### config.mk
export PLATFORM = sky130hd
export DESIGN_NAME = wb_arbiter
export DESIGN_NICKNAME = d
export VERILOG_FILES = /design/src/rtl/wb_arbiter.sv
export SDC_FILE = /design/constraint.sdc
export NUM_CORES = 1
export LEC_CHECK = 0
export BUFFER_PORTS_ARGS = -buffer_cell sky130_fd_sc_hd__clkbuf_2
export CAP_MARGIN = 20
export CORE_MARGIN = 2
export CORE_UTILIZATION = 54
export DETAILED_ROUTE_END_ITERATION = 6
export GPL_ROUTABILITY_DRIVEN = 0
export PLACE_DENSITY = 0.85
export SYNTH_ARGS = -nofsm -noshare
export SYNTH_HDL_FRONTEND = slang
export SYNTH_SLANG_ARGS = --single-unit
### constraint.sdc
create_clock -name clk -period 7.3 [get_ports clk]
set_clock_uncertainty 0.05 [all_clocks]
set_input_delay 0.365 -clock clk [delete_from_list [all_inputs] [get_ports clk]]
set_output_delay 0.365 -clock clk [all_outputs]
set_load 0.03 [all_outputs]
### src/rtl/wb_arbiter.sv
// Writeback arbiter: merges an in-order pipeline and a multi-cycle unit onto one
// register-file write port, with a one-entry result buffer and starvation guard.
module wb_arbiter #(
  parameter int STARVE_LIMIT = 4
) (
  input  logic        clk,
  input  logic        rst,
  input  logic        pipe_valid,
  input  logic [4:0]  pipe_rd,
  input  logic [63:0] pipe_data,
  input  logic        mc_valid,
  input  logic [4:0]  mc_rd,
  input  logic [63:0] mc_data,
  output logic        mc_ready,
  output logic        pipe_stall,
  output logic [63:0] write_back_data,
  output logic [4:0]  write_back_addr,
  output logic        reg_write_back
);

  typedef enum logic [1:0] {
    IDLE    = 2'd0,
    PENDING = 2'd1,
    FORCE   = 2'd2
  } state_t;

  localparam logic [3:0] LIMIT = 4'(STARVE_LIMIT);

  state_t      state_r, state_nxt_s;
  logic [3:0]  cnt_r, cnt_nxt_s, cnt_inc_s;
  logic [4:0]  buf_rd_r, buf_rd_nxt_s;
  logic [63:0] buf_data_r, buf_data_nxt_s;
  logic        pipe_req_s;
  logic        grant_s;
  logic [4:0]  grant_rd_s;
  logic [63:0] grant_data_s;

  // x0 writes are architecturally void, so they never compete for the port
  assign pipe_req_s = pipe_valid && (pipe_rd != 5'd0);
  assign cnt_inc_s  = cnt_r + 4'd1;
  assign mc_ready   = (state_r == IDLE);
  assign pipe_stall = (state_r == FORCE);

  // Next-state, buffer update and writeback grant selection
  always_comb begin
    state_nxt_s    = state_r;
    cnt_nxt_s      = cnt_r;
    buf_rd_nxt_s   = buf_rd_r;
    buf_data_nxt_s = buf_data_r;
    grant_s        = 1'b0;
    grant_rd_s     = pipe_rd;
    grant_data_s   = pipe_data;
    case (state_r)
      IDLE: begin
        grant_s = pipe_req_s;
        if (mc_valid && (mc_rd != 5'd0)) begin
          buf_rd_nxt_s   = mc_rd;
          buf_data_nxt_s = mc_data;
          cnt_nxt_s      = 4'd0;
          state_nxt_s    = PENDING;
        end else begin
          state_nxt_s = IDLE;
        end
      end
      PENDING: begin
        grant_s = 1'b1;
        if (!pipe_req_s) begin
          grant_rd_s   = buf_rd_r;
          grant_data_s = buf_data_r;
          state_nxt_s  = IDLE;
        end else if (pipe_rd != buf_rd_r) begin
          cnt_nxt_s   = cnt_inc_s;
          state_nxt_s = (cnt_inc_s == LIMIT) ? FORCE : PENDING;
        end else begin
          // younger pipeline write to the same register supersedes the buffer
          state_nxt_s = IDLE;
        end
      end
      FORCE: begin
        grant_s      = 1'b1;
        grant_rd_s   = buf_rd_r;
        grant_data_s = buf_data_r;
        state_nxt_s  = IDLE;
      end
      default: begin
        state_nxt_s = IDLE;
        cnt_nxt_s   = 4'd0;
      end
    endcase
  end

  // Arbiter state, starve counter and buffer registers
  always_ff @(posedge clk or posedge rst) begin
    if (rst) begin
      state_r    <= IDLE;
      cnt_r      <= 4'd0;
      buf_rd_r   <= 5'd0;
      buf_data_r <= 64'd0;
    end else begin
      state_r    <= state_nxt_s;
      cnt_r      <= cnt_nxt_s;
      buf_rd_r   <= buf_rd_nxt_s;
      buf_data_r <= buf_data_nxt_s;
    end
  end

  // Registered register-file write port; address and data hold when idle
  always_ff @(posedge clk or posedge rst) begin
    if (rst) begin
      reg_write_back  <= 1'b0;
      write_back_addr <= 5'd0;
      write_back_data <= 64'd0;
    end else begin
      reg_write_back <= grant_s;
      if (grant_s) begin
        write_back_addr <= grant_rd_s;
        write_back_data <= grant_data_s;
      end
    end
  end

endmodule

# Word-level counts from Yosys, hierarchy flattened
# Cells that the tools add are included.
# classes
add_sub_neg	1
n_mul	0
div	0
order_cmp	0
n_eq_ne	7
shifts	0
mux	14
n_bitwise	1
n_reduce_logical	8
# op_table
cell	count
one-hot mux 64 bit (2 select lines)	1
two-way mux 64 bit	1
two-way mux 4 bit	3
one-hot mux 4 bit (3 select lines)	1
one-hot mux 5 bit (2 select lines)	1
nonzero test 5 bit	2
two-way mux 2 bit	3
two-way mux 5 bit	1
!= test 5 bit	1
adder 4 x 1 -> 4 bit (second input constant)	1
equality test 4 x 3 -> 1 bit (second input constant)	1
!= test 2 bit (second input constant)	2
one-hot mux 2 bit (2 select lines)	1
AND reduction 4 bit	1
equality test 2 x 1 -> 1 bit (second input constant)	1
equality test 2 bit (second input constant)	1
logical AND 1 bit	2
logical NOT 2 bit	1
!= test 2 x 1 -> 1 bit (second input constant)	1
one-hot mux 1 bit (2 select lines)	1
AND reduction 2 bit	1
OR reduction 2 bit	1
two-way mux 1 bit	1
NOT 1 bit	1
# word_totals
reg_bits	145
latch_bits	0
mem_bits_rw	0
rom_bits	0
in_bits	142
out_inout_bits	72
elab_cells	38
n_memories	0

# Logic depth before layout (Yosys ltp)
# depth
depth_word	6
depth_mapped	11
ltp_nobuf	7

# Worst setup path before layout
# OpenSTA, ideal clock, no wires.
# synth_timing
path_kind	register to register
start	register state_r[0]
end	register buf_data_r[10]
setup_time_ns	0.125
t_arrival_ns	1.959
required_ns	7.125
slack_ns	5.167
path_stages_with_launch	7
path_buffers	1
synth_period_minus_slack_ns	2.133
cell_sequence	dfrtp_1 -> inv_1 -> ha_1 -> nand2_1 -> a21oi_1 -> clkbuf_1 -> mux2_2
# synth_between
elab_chain_len	2
# synth_rtl
item	line_no	source
start, declared	29	state_t state_r, state_nxt_s;
start signal, assigned	100	state_r <= state_nxt_s;
logical NOT 2 bit	n/a	
via mc_ready	14	output logic mc_ready,
AND reduction 2 bit (no line)	n/a	
end signal, assigned	103	buf_data_r <= buf_data_nxt_s;
end, declared	32	logic [63:0] buf_data_r, buf_data_nxt_s;
# The timed path passes the listed nets, and every way through them passes these cells.
# A chain may end at the register's enable or synchronous reset.

# Final worst setup path
# layout_timing
start	register state_r[1]
end	register write_back_data[8]
# layout_between
elab_chain_len	3
elab_cells_between_ends	6
classes_between	2 x eq/ne; 2 x mux; 2 x reduce/logical
# layout_rtl
item	line_no	source
equality test 2 bit or equality test 2 x 1 -> 1 bit (tied branches)	53	case (state_r)
OR reduction 2 bit (no line)	n/a	
one-hot mux 1 bit (2 select lines)	53	
end signal, assigned	117	write_back_data <= grant_data_s;
end, declared	16	output logic [63:0] write_back_data,
# Several ways; a longest one is shown, not always the timed one.

==> metrics <==
leading post-synthesis cells by instance count=145 x sky130_fd_sc_hd__dfrtp_1, 72 x sky130_fd_sc_hd__nor2_1, 69 x sky130_fd_sc_hd__mux2_2; fraction of power spent switching nets=0.376; type of the setup path with the least slack=reg2reg; post-synthesis async set-or-reset flop share=1.00; number of synthesized flops with an enable pin=0; total placed instance area=7350 um^2; max_cap viols=0; antenna diode count=0; starting density of the core=0.551; routed via count=4898; share of Yosys cell area claimed by the top area cell type=0.582; Worst Setup Slack, final=4.36 ns; buffers from clock root to sink, at most=2; number of buffers inserted for hold repair after clock tree synthesis=0; count of synthesis-stage warnings from yosys=0; Placed Cells=841; Netlist cell types=36; fraction of layout cells with a size suffix above 1=0.470; largest net degree at the start of global routing=94; clock tree from TritonCTS=built; proportion of power drawn by combinational gates=0.345; worst slew pin tran=0.923 ns; Final Cycle Share=0.403; peak supply drop=237 uV; Final Setup Violations=0; number of levels in the clock H-tree=4; CP required=7.58 ns; slew margin rel.=0.380; TritonRoute pass-1 iters=5; via count of the first global-routing pass=5085; switching power summed over all nets=1190 uW; prevailing post-synth register cell=sky130_fd_sc_hd__dfrtp_1; Mapped Avg Cell Area=12.0 um^2; post-detail-place hpwl=10300 um; final standard cell utilization of the core=0.700; CTS clock-pin slew for the worst setup and hold paths=0.06 ns; insertion delay of the later-clocked pin in the worst-skew pair=0.42 ns; total CTS buffers=17; leakage component of the power=0.00375 uW; share of total power in sequential cells=0.398; result of the run=complete, no violations; DRC=0; wire length reported by the detailed router=15100 um; relative contribution of the clock network to total power=0.257; endpoint kind of the worst setup timing path=flip-flop; data arrival at the endpoint of the critical path=3.22 ns; number of rows created at floorplan=39; synth top area cells=sky130_fd_sc_hd__dfrtp_1 58%, sky130_fd_sc_hd__mux2_2 12%, sky130_fd_sc_hd__a22oi_1 7.1%; launching element type of the critical path=flip-flop; wire length of the first global-routing pass=24600 um; syn nets=666; port bufs=213; most used standard cell by instance count after synthesis=sky130_fd_sc_hd__dfrtp_1; Final Net Count=866; total clock sinks=145; Clock Tree Root=sky130_fd_sc_hd__clkbuf_16; area of the placeable core=11300 um^2; Post-Synthesis Cells=518; sequential area share after synthesis=0.582; final hold vios=0; Achievable Freq=0.340 GHz; number of antenna violations at the first check in global routing=0; internal power consumption=1970 uW; aggregate negative setup slack=0 ns; per-cell via count in the routed design=5.61; dpl ws=4.19 ns; dominant cell type by area after synthesis=sky130_fd_sc_hd__dfrtp_1; Iteration-0 DRC Markers=436; Pwr per Cell Area=398 nW/um^2; Post-CTS Setup Inserts=0; cells resized by post-CTS repair=0; number of standard cells in the layout, taps in and fillers out=873; worst hold path type=in2async; ANT nets after route=0; Max FO, Critical Path=46; total routing usage reported by global routing=0.250; Fill cells=845; floorplan die height=111 um; time the worst path needs with I/O delays and setup=2.94 ns; number of synthesized register bits=145; Overflow after GRT=0; overall die area=12400 um^2; final design area excluding fillers=7920 um^2; count of pins on the block boundary=214; mean routed wirelength per cell=17.3 um; overall die width=111 um; RSZ-0062 raised after global routing=false; final max-slew violation count=0; Synth-to-Final Area Change=27.1%; mapped cell area=6230 um^2
## area by class of cell
class / instances / area [um^2] / area share
Clock buffer: 25 / 495 / 0.0625
Clock inverter: 6 / 55.1 / 0.00695
Inverter: 7 / 31.3 / 0.00395
Multi-Input combinational cell: 328 / 2410 / 0.304
Sequential cell: 145 / 3630 / 0.458
Tap cell: 143 / 179 / 0.0226
Timing Repair Buffer: 219 / 1120 / 0.142
## worst max-delay path, stage by stage, from the launching register on
cell	delay, ns
sky130_fd_sc_hd__dfrtp_1	0.40
sky130_fd_sc_hd__inv_1	0.09
sky130_fd_sc_hd__ha_1	0.36
sky130_fd_sc_hd__inv_1	0.12
sky130_fd_sc_hd__o311ai_2	0.31
sky130_fd_sc_hd__and2_2	0.59
sky130_fd_sc_hd__buf_4	0.55
sky130_fd_sc_hd__a22oi_1	0.14
sky130_fd_sc_hd__a21oi_1	0.21
## logic make-up after synthesis
family                   Yosys count  synth area share
adder cells (fa/ha/maj)            6            0.0120
multiplexers                      69             0.125
flip-flops                       145             0.582
AND/OR/NAND/NOR                   96            0.0654
buffers and inverters             45            0.0367
AO/OA/AOI/OAI                    150             0.169
XOR/XNOR                           7           0.00984
## sequential cells by signal, summed over array words and instances, names as in the netlist
name and count:
reg_write_back 1, write_back_addr 5, buf_rd_r 5, cnt_r 4, state_r 2, buf_data_r 64, write_back_data 64
## power by group through the flow
stage | logic [uW] | clock network, uW | registers, uW
finish | 1090 | 809 | 1260
global route | 1170 | 858 | 1290
CTS | 1090 | 826 | 1260
detailed placement | 1080 | 0 | 1270
global placement | 1050 | 0 | 1250
floorplan | 475 | 0 | 1540
## final timing paths
check                                      endpoint           start  slack (ns)  cells after the start
worst max-delay path             write_back_data[8]      state_r[1]        4.36                      8
worst min-delay path            write_back_data[20]             rst        0.04                      2
worst max register to register   write_back_data[8]      state_r[1]        4.36                      8
worst min register to register       buf_data_r[19]  buf_data_r[19]        0.45                      1
max in group asynchronous       write_back_data[32]             rst        6.00                      3
min in group clk                      buf_data_r[0]      mc_data[0]        0.13                      2
## routing by layer
metal  up-vias  GRT usage  routed length (um)
li1       2267          -                   -
met1      2398      0.307                6100
met2       205      0.419                7670
met3        28     0.0691                1020
met4         0      0.105                 310
met5         -          0                   0
## stage by stage
stage | hold slack, ns | total power, uW
6_report | 0.0378 | 3150
3_3_place_gp | 0.439 | 2300
2_1_floorplan | 0.432 | 2010
4_1_cts | 0.0874 | 3170
5_1_grt | 0.119 | 3320
3_5_place_dp | 0.447 | 2350
## cells in the final DEF (no fill, tap or decap), drive strengths merged, types with 3 or more instances in the layout
master    n
a21oi    71
nor2     72
ha        6
nor3      3
nand3     4
clkinv    5
xnor2     3
nand2     4
inv       7
mux2     69
a22oi    69
xor2      4
dfrtp   145
nand2b    3
buf       6
clkbuf  238
Power figures use the tool's default switching activity.
